===== config.mk =====
export PLATFORM = sky130hd
export DESIGN_NAME = z80_daisy_intc
export DESIGN_NICKNAME = d
export VERILOG_FILES = /design/src/rtl/z80_daisy_intc.sv
export SDC_FILE = /design/constraint.sdc
export NUM_CORES = 1
export LEC_CHECK = 0
export CORE_MARGIN = 3
export CORE_UTILIZATION = 45
export DETAILED_ROUTE_END_ITERATION = 16
export HOLD_SLACK_MARGIN = 0.06
export PLACE_DENSITY_LB_ADDON = 0.2
export SLEW_MARGIN = 15
export SYNTH_ARGS = -nofsm -noshare
export SYNTH_HDL_FRONTEND = slang
export SYNTH_SLANG_ARGS = --single-unit

===== constraint.sdc =====
create_clock -name CLK -period 1.9 [get_ports CLK]
set_clock_uncertainty 0.2 [all_clocks]
set_input_delay 0.38 -clock CLK [delete_from_list [all_inputs] [get_ports CLK]]
set_output_delay 0.38 -clock CLK [all_outputs]
set_load 0.03 [all_outputs]

===== src/rtl/z80_daisy_intc.sv =====
`default_nettype none
// ============================================================================
// Module   : z80_daisy_intc
// Brief    : Z80 mode-2 daisy-chain interrupt controller with IEI/IEO chaining
//            and RETI (ED 4D) decode from the opcode-fetch stream.
// Revision : 1.0 - initial release
// ============================================================================
module z80_daisy_intc #(
    parameter int         NCH        = 4,
    parameter logic [7:0] VEC_BASE   = 8'h00,
    parameter int         VEC_STRIDE = 2
) (
    input  logic           CLK,
    input  logic           RESET,
    input  logic [7:0]     DI,
    input  logic           M1_n,
    input  logic           IORQ_n,
    input  logic           RD_n,
    input  logic           IEI,
    output logic           IEO,
    output logic           INT_n,
    output logic           VEC_OE,
    output logic [7:0]     VEC_DO,
    input  logic [NCH-1:0] INTI,
    input  logic [NCH-1:0] INTEN,
    output logic [NCH-1:0] IUS
);

    localparam logic [7:0] c_OP_ED = 8'hED;
    localparam logic [7:0] c_OP_CB = 8'hCB;
    localparam logic [7:0] c_OP_4D = 8'h4D;

    // Registered copies of the asynchronous Z80 bus and request lines
    logic           r_m1_n;
    logic           r_iorq_n;
    logic           r_rd_n;
    logic [7:0]     r_di;
    logic [NCH-1:0] r_inti;
    logic [NCH-1:0] r_inti_d;

    logic           r_ack_d;
    logic           r_fetch_d;
    logic [7:0]     r_op;
    logic [NCH-1:0] r_pend;
    logic [NCH-1:0] r_ius;
    logic           r_int_n;
    logic           r_vec_oe;
    logic [7:0]     r_vec_do;
    logic           r_ed;
    logic           r_cb;

    logic [NCH:0]   w_ie;
    logic [NCH-1:0] w_req;
    logic [NCH-1:0] w_win;
    logic [NCH-1:0] w_reti_sel;
    logic [7:0]     w_win_vec;
    logic           w_ack_lvl;
    logic           w_ack;
    logic           w_take;
    logic           w_fetch;
    logic           w_op_done;
    logic           w_reti;
    logic [NCH-1:0] w_take_oh;
    logic [NCH-1:0] w_reti_oh;
    logic [NCH-1:0] w_pend_set;

    function automatic logic [7:0] vec_of(input int idx);
        int v;
        v = int'(VEC_BASE) + idx * VEC_STRIDE;
        return v[7:0];
    endfunction

    // While an ED prefix is outstanding, pending channels stop blocking so the
    // following 4D reaches the in-service channel further down the chain.
    always_comb begin
        w_ie    = '0;
        w_ie[0] = IEI;
        for (int i = 0; i < NCH; i++) begin
            w_ie[i+1] = w_ie[i] & ~(r_ius[i] | (r_pend[i] & ~r_ed));
        end
    end

    assign w_req = w_ie[NCH-1:0] & r_pend & ~r_ius;

    always_comb begin
        w_win      = '0;
        w_win_vec  = '0;
        w_reti_sel = '0;
        for (int i = NCH - 1; i >= 0; i--) begin
            if (w_req[i]) begin
                w_win     = '0;
                w_win[i]  = 1'b1;
                w_win_vec = vec_of(i);
            end
            if (r_ius[i] && w_ie[i]) begin
                w_reti_sel    = '0;
                w_reti_sel[i] = 1'b1;
            end
        end
    end

    assign w_ack_lvl  = ~r_m1_n & ~r_iorq_n;
    assign w_ack      = w_ack_lvl & ~r_ack_d;
    assign w_take     = w_ack & (|w_req);
    assign w_fetch    = ~r_m1_n & ~r_rd_n & r_iorq_n;
    assign w_op_done  = r_fetch_d & ~w_fetch;
    assign w_reti     = w_op_done & r_ed & (r_op == c_OP_4D);
    assign w_take_oh  = w_take ? w_win : '0;
    assign w_reti_oh  = w_reti ? w_reti_sel : '0;
    assign w_pend_set = r_inti & ~r_inti_d & INTEN & {NCH{r_m1_n}};

    always_ff @(posedge CLK) begin
        if (RESET) begin
            r_m1_n    <= 1'b1;
            r_iorq_n  <= 1'b1;
            r_rd_n    <= 1'b1;
            r_di      <= '0;
            r_inti    <= '0;
            r_inti_d  <= '0;
            r_ack_d   <= 1'b0;
            r_fetch_d <= 1'b0;
            r_op      <= '0;
            r_pend    <= '0;
            r_ius     <= '0;
            r_int_n   <= 1'b1;
            r_vec_oe  <= 1'b0;
            r_vec_do  <= '0;
            r_ed      <= 1'b0;
            r_cb      <= 1'b0;
        end else begin
            r_m1_n    <= M1_n;
            r_iorq_n  <= IORQ_n;
            r_rd_n    <= RD_n;
            r_di      <= DI;
            r_inti    <= INTI;
            r_inti_d  <= r_inti;
            r_ack_d   <= w_ack_lvl;
            r_fetch_d <= w_fetch;
            if (w_fetch) begin
                r_op <= r_di;
            end
            r_pend  <= ((r_pend & ~w_take_oh) | w_pend_set) & INTEN;
            r_ius   <= (r_ius | w_take_oh) & ~w_reti_oh;
            r_int_n <= ~|w_req;
            if (w_take) begin
                r_vec_oe <= 1'b1;
                r_vec_do <= w_win_vec;
            end else if (r_vec_oe && (r_m1_n || r_iorq_n)) begin
                r_vec_oe <= 1'b0;
            end
            // CB-prefixed ED is an ordinary opcode byte, not a prefix
            if (w_op_done) begin
                r_cb <= (r_op == c_OP_CB);
                r_ed <= (r_op == c_OP_ED) && !r_cb;
            end
        end
    end

    assign IEO    = w_ie[NCH];
    assign INT_n  = r_int_n;
    assign VEC_OE = r_vec_oe;
    assign VEC_DO = r_vec_do;
    assign IUS    = r_ius;

endmodule
`default_nettype wire

==> out/metrics.yaml, run 1 <==
worst_hold_path:
  min_path_type: "register to register"
detailed_routing:
  drt_first_iter_violations: 126
  post_drt_wl_per_cell_um: 12.5
  count_of_tritonroute_iterations_in_the_first_routing_pass: 4
  routed_vias: 1394
  route.antenna.remaining_nets: 0
  drt_wl_total_mm: 3.37
  drc_violations_left: 0
  detail_route.vias_per_cell: 5.18
final_layout:
  nNetsFinal: 244
  footprint_of_the_multi_input_gates_um2: 749
  insertedDiodeCount: 0
  ff_latch_area_um2: 862
  area_growth_pct: 29.1
  ratio_of_cells_with_drive_above_1_in_the_final_layout: 0.152
  final_common_cell: "sky130_fd_sc_hd__dfxtp_1"
  layout.cells.most_common_list: "42 x sky130_fd_sc_hd__dfxtp_1, 29 x sky130_fd_sc_hd__nand2_1, 23 x sky130_fd_sc_hd__clkdlybuf4s50_1, 18 x sky130_fd_sc_hd__nor2b_1"
  postLayoutCellArea_um2: 2170
  fillCellCount: 292
logic_synthesis:
  synth_seq_cells: 43
  synthDistinctLibCells: 41
  gate_count_post_synth: 181
  async_flop_share: 0
  synth.avg_cell_area_um2: 9.27
  synth-edff-count: 0
  seq_area_frac_synth: 0.513
  synth_ff_type: "sky130_fd_sc_hd__dfxtp_1"
  netlist_area_um2: 1680
  yosys_warnings: 0
placement:
  hpwlAfterDp_mm: 2.51
  gp_congestion: 0.868
  port_buffers: 30
  placed_area_um2: 2070
setup_path:
  timing.critical_path.fanout_max: 2
  max_stage_delay_ns: 0.66
  cpMaxStageDelayCell: "sky130_fd_sc_hd__clkdlybuf4s50_1"
  worstSetupEndpointType: "output port"
  worst_ep_arrival_time_ns: 1.29
  worst_ep_required_time_ns: 1.32
  path_delay_family: "buffers and inverters"
  crit_path_start_kind: "register"
  crit_path_cell_trace: "clkdlybuf4s50_1"
  timing_worst_setup_path_type: "register to output port"
  critPathBufInv: 1
power:
  power.density_cell_area_nw_per_um2: 765
  static-leakage-power_uw: 0.000867
  ir_drop_mv: 0.563
timing:
  final.hold.worst_slack_ns: 0.240
  relSlewSlack: 0.665
  fin_setup_tns_ns: 0
  layout_min_cycle_time_ns: 1.87
  fin_max_slew_vios: 0
  final_hold_violating_endpoints: 0
  max_slew.worst_pin.slew_ns: 0.501
  fin_crit_sh: 0.983
  achievable-frequency_mhz: 536
  finalSetupViolations: 0
  grt_setup_unrepaired: "yes"
run:
  maxCapViolations: 0
clock_network:
  clockBufferDepth: 2
  numCtsBuffers: 5
  worst_skew_pair.late_latency_ns: 0.28
  cts.htree.levels: 2
  tritoncts: "built"
  post_cts_hold_buffer_count: 0
  cts.root.buffer_cell: "sky130_fd_sc_hd__clkbuf_8"
  cts.reportedPaths.clkPinSlew_ns: 0.08
  clock-sinks: 43
grt:
  grt_start_max_net_pins: 27
  antenna_found_initial: 0
  number_of_global_route_vias_before_repair: 1346
  grt_pass1_wl_mm: 5.94
  gr-usage-all-layers: 0.173
  grt_remaining_overflow: 0
die:
  placeableCoreArea_um2: 3470
  floorplan.die.height_um: 67.1
  placementRows: 21
  initial_core_util: 0.484
  dieArea_um2: 4500
  io_pins: 37
  die-width_um: 67.1
run_status:
  status: "finished clean"
logic make-up (layout without fill, tap and decap cells):
family | count (synthesis) | after routing | share of synthesized area
simple gates | 84 | 84 | 0.271
flops | 43 | 43 | 0.513
compound gates | 36 | 36 | 0.157
buf+inv | 17 | 54 | 0.0559
other cells | 1 | 6 | 0.00223
worst paths after layout:
path	to	slack [ns]	depth (start not counted)	startpoint
hold / removal	r_op[1]	0.24	2	r_di[1]
setup / recovery	VEC_DO[1]	0.03	1	VEC_DO[1]
hold reg to reg	r_op[1]	0.24	2	r_di[1]
setup reg to reg	r_pend[2]	0.12	6	IUS[0]
final cells by class:
class                           instances  area share
Sequential cell                        43       0.398
Multi-Input combinational cell        126       0.346
Timing Repair Buffer                   42       0.183
Clock buffer                            6      0.0335
Tap cell                               46      0.0266
Inverter                                4     0.00693
Clock inverter                          2     0.00578
layer usage:
metal	share of wire	GRT usage	vias up	wire [um]
met4	0.013	0.0709	0	44
met2	0.46	0.264	59	1540
met5	0	0	-	0
li1	-	-	693	-
met1	0.45	0.233	636	1530
met3	0.076	0.0371	6	256
registers in the layout, summed over array words and instances (netlist names):
signal,count
r_inti,4
VEC_OE,1
IUS,4
r_op,8
INT_n,1
r_ed,1
r_iorq_n,1
r_ack_d,1
r_di,8
r_cb,1
r_m1_n,1
r_fetch_d,1
r_rd_n,1
r_pend,4
r_inti_d,4
VEC_DO,2
synthesized netlist by cell type (2+ instances only):
cell                        n  area [um2]
sky130_fd_sc_hd__o21ai_0    8        40.0
sky130_fd_sc_hd__dfxtp_1   43         861
sky130_fd_sc_hd__a21oi_1   12        60.1
sky130_fd_sc_hd__o32ai_1    2        17.5
sky130_fd_sc_hd__nor3_1     4        20.0
sky130_fd_sc_hd__nand4_1    5        31.3
sky130_fd_sc_hd__nand2_1   29         109
sky130_fd_sc_hd__or2_2      3        18.8
sky130_fd_sc_hd__buf_4      6        45.0
sky130_fd_sc_hd__nor2b_1   18         113
sky130_fd_sc_hd__nor2_1     9        33.8
sky130_fd_sc_hd__nand2b_1   2        12.5
sky130_fd_sc_hd__a41o_1     3        30.0
sky130_fd_sc_hd__clkbuf_1   6        22.5
sky130_fd_sc_hd__and3_1     2        12.5
sky130_fd_sc_hd__inv_1      4        15.0
report_power, final:
part	switching, uW	leakage (uW)	internal, uW
clock network	291	0.0000412	257
logic	80.4	0.000473	87.8
registers	14.0	0.000352	927
through the flow:
step	total power, uW	util	setup WS [ns]	instances
floorplan	1060	-	0.00365	186
global placement	1120	0.596	-0.171	259
detailed placement	1130	0.596	-0.200	259
CTS	1670	0.623	0.0205	269
global route	1730	0.624	-0.00456	269
finish	1660	0.624	0.0332	269
worst register-to-register path, stage by stage, from the launching register on:
cell and delay, ns:
sky130_fd_sc_hd__dfxtp_2 0.36, sky130_fd_sc_hd__and2b_2 0.25, sky130_fd_sc_hd__buf_4 0.14, sky130_fd_sc_hd__buf_4 0.14, sky130_fd_sc_hd__a21oi_2 0.16, sky130_fd_sc_hd__nand3b_1 0.16, sky130_fd_sc_hd__a41o_1 0.28
repair_timing:
action / CTS / global route
endpoints found under the hold margin: 0 / 0
gates resized for setup: 5 / 3
pin swaps: 1 / 0
setup buffers: 2 / 0
endpoints found under the setup margin: 5 / 5
Note: power is estimated with default switching activity, not from simulation.
==> run 2: changes to the inputs <==
CAP_MARGIN = 20   (was default)
==> results of run 2 <==
Same layout as run 1: the final DEF is identical, and so are final timing and power.
==> run 3: changes to the inputs <==
CORE_MARGIN = default   (was 3)
CORE_UTILIZATION = 42   (was 45)
==> run 3 against run 2 <==
First-iteration DRC count fell by 65%; die area is 5.5% lower; critical path type unchanged; clock power up 27%.
==> out/metrics.yaml, run 3 (synthesized netlist as in run 1, its figures left out) <==
run_status:
  status: "finished clean"
power:
  pwr-share-seq: 0.522
  switching_share: 0.220
  static-leakage-power_uw: 0.000917
  combinationalPowerShare: 0.093
  power.density_cell_area_nw_per_um2: 811
  net-switching-power_uw: 396
  power.internal_uw: 1410
  power.clock.fraction: 0.385
  ir_drop_mv: 0.507
final_layout:
  nNetsFinal: 248
  insertedDiodeCount: 0
  layout_top_registers: "r_di (8), r_op (8)"
  ratio_of_cells_with_drive_above_1_in_the_final_layout: 0.176
  finalNonFillerCells: 275
  fillCellCount: 321
  area_growth_pct: 32.4
  final_common_cell: "sky130_fd_sc_hd__dfxtp_1"
  postLayoutCellArea_um2: 2220
  layout.cells.most_common_list: "42 x sky130_fd_sc_hd__dfxtp_1, 29 x sky130_fd_sc_hd__nand2_1, 21 x sky130_fd_sc_hd__clkdlybuf4s50_1, 18 x sky130_fd_sc_hd__nor2b_1, 17 x sky130_fd_sc_hd__buf_4"
setup_path:
  path_delay_family: "buffers and inverters"
  cpMaxStageDelayCell: "sky130_fd_sc_hd__clkdlybuf4s50_1"
  worst_ep_required_time_ns: 1.32
  max_stage_delay_ns: 0.66
  worstSetupEndpointType: "output port"
  timing_worst_setup_path_type: "register to output port"
  crit_path_start: "VEC_OE"
  crit_path_cell_trace: "clkdlybuf4s50_1"
  timing.critical_path.fanout_max: 2
  crit_path_start_kind: "register"
  worst_ep_arrival_time_ns: 1.27
  critPathBufInv: 1
  timing.rr.start: "IUS[0]"
die:
  io_pins: 37
  placeableCoreArea_um2: 3740
  floorplan.die.height_um: 65.2
  initial_core_util: 0.448
  die-width_um: 65.2
  placementRows: 22
  dieArea_um2: 4250
run:
  maxCapViolations: 0
timing:
  finalSetupViolations: 0
  final_hold_violating_endpoints: 0
  grt_setup_unrepaired: "yes"
  layout_min_cycle_time_ns: 1.85
  fin_crit_sh: 0.975
  layout_setup_ws_ns: 0.0474
  fin_setup_tns_ns: 0
  fin_max_slew_vios: 0
  achievable-frequency_mhz: 540
detailed_routing:
  drt_wl_total_mm: 3.26
  post_drt_wl_per_cell_um: 11.8
  route.antenna.remaining_nets: 0
  routed_vias: 1380
  drt_first_iter_violations: 44
  count_of_tritonroute_iterations_in_the_first_routing_pass: 4
  detail_route.vias_per_cell: 5.02
  drc_violations_left: 0
placement:
  hpwlAfterDp_mm: 2.46
  gp_congestion: 0.862
  port_buffers: 30
  place_worst_setup_slack_ns: -0.195
  placed_area_um2: 2090
  dpl.cell_count: 265
clock_network:
  numCtsBuffers: 5
  cts.htree.levels: 2
  cts.root.buffer_cell: "sky130_fd_sc_hd__clkbuf_8"
  worst_skew_pair.late_latency_ns: 0.29
  cts.reportedPaths.clkPinSlew_ns: 0.08
  clock-sinks: 43
  tritoncts: "built"
  clockBufferDepth: 2
worst_hold_path:
  hold_path_startpoint: "r_di[4]"
  min_path_type: "register to register"
grt:
  number_of_global_route_vias_before_repair: 1277
  grt_pass1_wl_mm: 5.47
  antenna_found_initial: 0
  gr-usage-all-layers: 0.171
  grt_remaining_overflow: 0
  grt_start_max_net_pins: 27
run 3: tightest hold or removal path: stages, from the launching register on:
cell	delay (ns)
sky130_fd_sc_hd__dfxtp_1	0.30
sky130_fd_sc_hd__nand2_1	0.05
sky130_fd_sc_hd__a21oi_1	0.05
run 3: path summary, 6_finish.rpt:
check / endpoint / slack, ns / depth (start not counted)
max reg2reg: r_pend[2] / 0.14 / 6
min reg2reg: r_op[4] / 0.24 / 2
max: VEC_OE / 0.05 / 1
min: r_op[4] / 0.24 / 2
run 3: final cells by class:
| cell class | count | area (um2) | share of cell area |
|---|---|---|---|
| Clock buffer | 5 | 68.8 | 0.0310 |
| Clock inverter | 3 | 43.8 | 0.0197 |
| Inverter | 4 | 15.0 | 0.00676 |
| Multi-Input combinational cell | 126 | 752 | 0.339 |
| Sequential cell | 43 | 862 | 0.388 |
| Tap cell | 48 | 60.1 | 0.0270 |
| Timing Repair Buffer | 46 | 419 | 0.189 |
run 3: layer usage:
metal / up-vias / wire length [um] / GRT usage
met5: - / 0 / 0
met2: 58 / 1450 / 0.269
met4: 0 / 51 / 0.0489
met3: 9 / 229 / 0.0625
li1: 701 / - / -
met1: 612 / 1530 / 0.217
run 3: power groups by stage:
stage / logic (uW) / clock network [uW] / registers, uW
after global routing: 183 / 761 / 944
final: 168 / 694 / 941
after floorplan: 96.1 / 0 / 960
after global placement: 162 / 0 / 961
after detailed placement: 164 / 0 / 962
after CTS: 168 / 707 / 941
run 3: per-stage QoR:
stage / util / hold WS, ns / power [uW]
finish: 0.593 / 0.241 / 1800
global route: 0.593 / 0.259 / 1890
CTS: 0.590 / 0.243 / 1820
detailed placement: 0.557 / 0.231 / 1130
global placement: 0.557 / 0.230 / 1120
floorplan: - / 0.217 / 1060
run 3: repair_timing:
| item | in CTS | in global routing |
|---|---|---|
| hold buffers | 0 | 0 |
| gates resized for setup | 5 | 6 |
| buffers inserted | 2 | 0 |
| cloned | 0 | 0 |
| pin swaps | 1 | 0 |
| setup endpoints to repair | 5 | 6 |
| hold endpoints to repair | 0 | 0 |
==> edit: new RTL, settings of run 3 <==
The parameter `NCH` goes from 4 to 8.
--- a/src/rtl/z80_daisy_intc.sv
+++ b/src/rtl/z80_daisy_intc.sv
@@ -8,3 +8,3 @@
 module z80_daisy_intc #(
-    parameter int         NCH        = 4,
+    parameter int         NCH        = 8,
     parameter logic [7:0] VEC_BASE   = 8'h00,
Interface: changed (resized INTEN, INTI and IUS); port bits go from 37 to 49. No check against the original RTL was run, so the function may have changed too.
==> edit against run 3 <==
The flow now finishes with violations (negative setup slack); worst setup slack lost 0.32 ns; sequential cell count grew 17; synthesized cell count grew 51%; area after synthesis grew 49%; register-to-register slack lost 0.20 ns; design area grew 63%; total power grew 57%; cell count grew 57%; wire length grew 76%.
==> edit: results (changes against run 3) <==
* Number of nets in the final layout: 388 (+56%)
* Worst supply voltage drop on vdd: 0.572 mV (+13%)
- Number of global-route vias before repair: 1972 (+54%)
- The post-route non-filler standard cell count was 433 (+57%).
- Power spent charging and discharging nets: 0.643 mW (+63%)
- Wirelength per Cell: 13.3 um (+12%)
- The final critical-path setup slack is -0.272 ns (-0.320 ns).
- Overall power: 2.83 mW (+57%)
* Fraction of layout instances using a drive strength above 1: 30.2% (+13 points)
* Port Buf Inserts: 43 (+43%)
- Worst Hold Path Cells: 1 (-1)
- Placed Instance Area: 0.00324 mm2 (+55%)
* Crit path largest cell delay: 0.36 ns (-0.30 ns)
- Setup TNS: -0.486 ns (-0.486 ns)
- Static leakage: 1.40 nW (+53%)
* Post-place setup slack: -0.521 ns (-0.326 ns)
* Clock insertion delay at the later pin of the skew report: 0.34 ns (+0.05 ns)
* Worst setup endpoint: IEO
- Run status: finished with violations
* Total setup violations reported at the end of the flow: 9 (+9)
- Grouping stages by cell kind, the critical path spends the most delay in simple AND/OR/NAND/NOR gates.
- The number of CTS-inserted buffers was 9 (+4).
- The post-CTS setup buffer count is 3 (+1).
* Failing checks: negative setup slack
- Launching element of the worst setup path: IUS[0]
- The detailed placement HPWL was 3.92 mm (+59%).
- Yosys attributes the largest share of cell area to dfxtp_1, nor2b_1, a21oi_1.
- Total clock network power: 1.21 mW (+74%)
* Worst Hold Endpoint: r_pend[7]
- The per-instance average area after synthesis was 9.12 um2 (-1.6%).
- Reg-to-Reg Start: r_iorq_n
- Min Hold Slack: 0.217 ns (-0.0235 ns)
* Routability cong.: 0.868 (+0.74%)
==> edit: cell count changes after synthesis, moves of 4 or more <==
cell,run 3,this run
nand2b_1,2,7
a21oi_1,12,27
nor2b_1,18,27
nand3_1,0,7
nand2_1,29,33
dfxtp_1,43,60
==> edit: kinds of logic (layout without fill, tap and decap cells) <==
kind of cell / Yosys count / count (layout) / share of synthesized area [%]
and+or+nand+nor: 135 / 135 / 32.4
DFF: 60 / 60 / 48.1
AOI/OAI and AO/OA: 57 / 57 / 15.1
buffers and inverters: 21 / 104 / 4.31
other: 1 / 5 / 0.150
==> edit: routing by layer <==
metal / vias to the layer above / global-route usage, % / wire [um]
met4: 0 / 10.9 / 108
li1: 1118 / - / -
met3: 8 / 4.48 / 412
met1: 1019 / 26.5 / 2680
met5: - / 0 / 0
met2: 72 / 27.8 / 2540
==> edit: final cells by class <==
type	instances	area, um2
clock inverter	1	30.0
multi-input combinational	197	1350
sequential	60	1210
fill	489	1990
tap	72	90.1
timing repair buffer	84	728
inverter	6	22.5
clock buffer	13	179
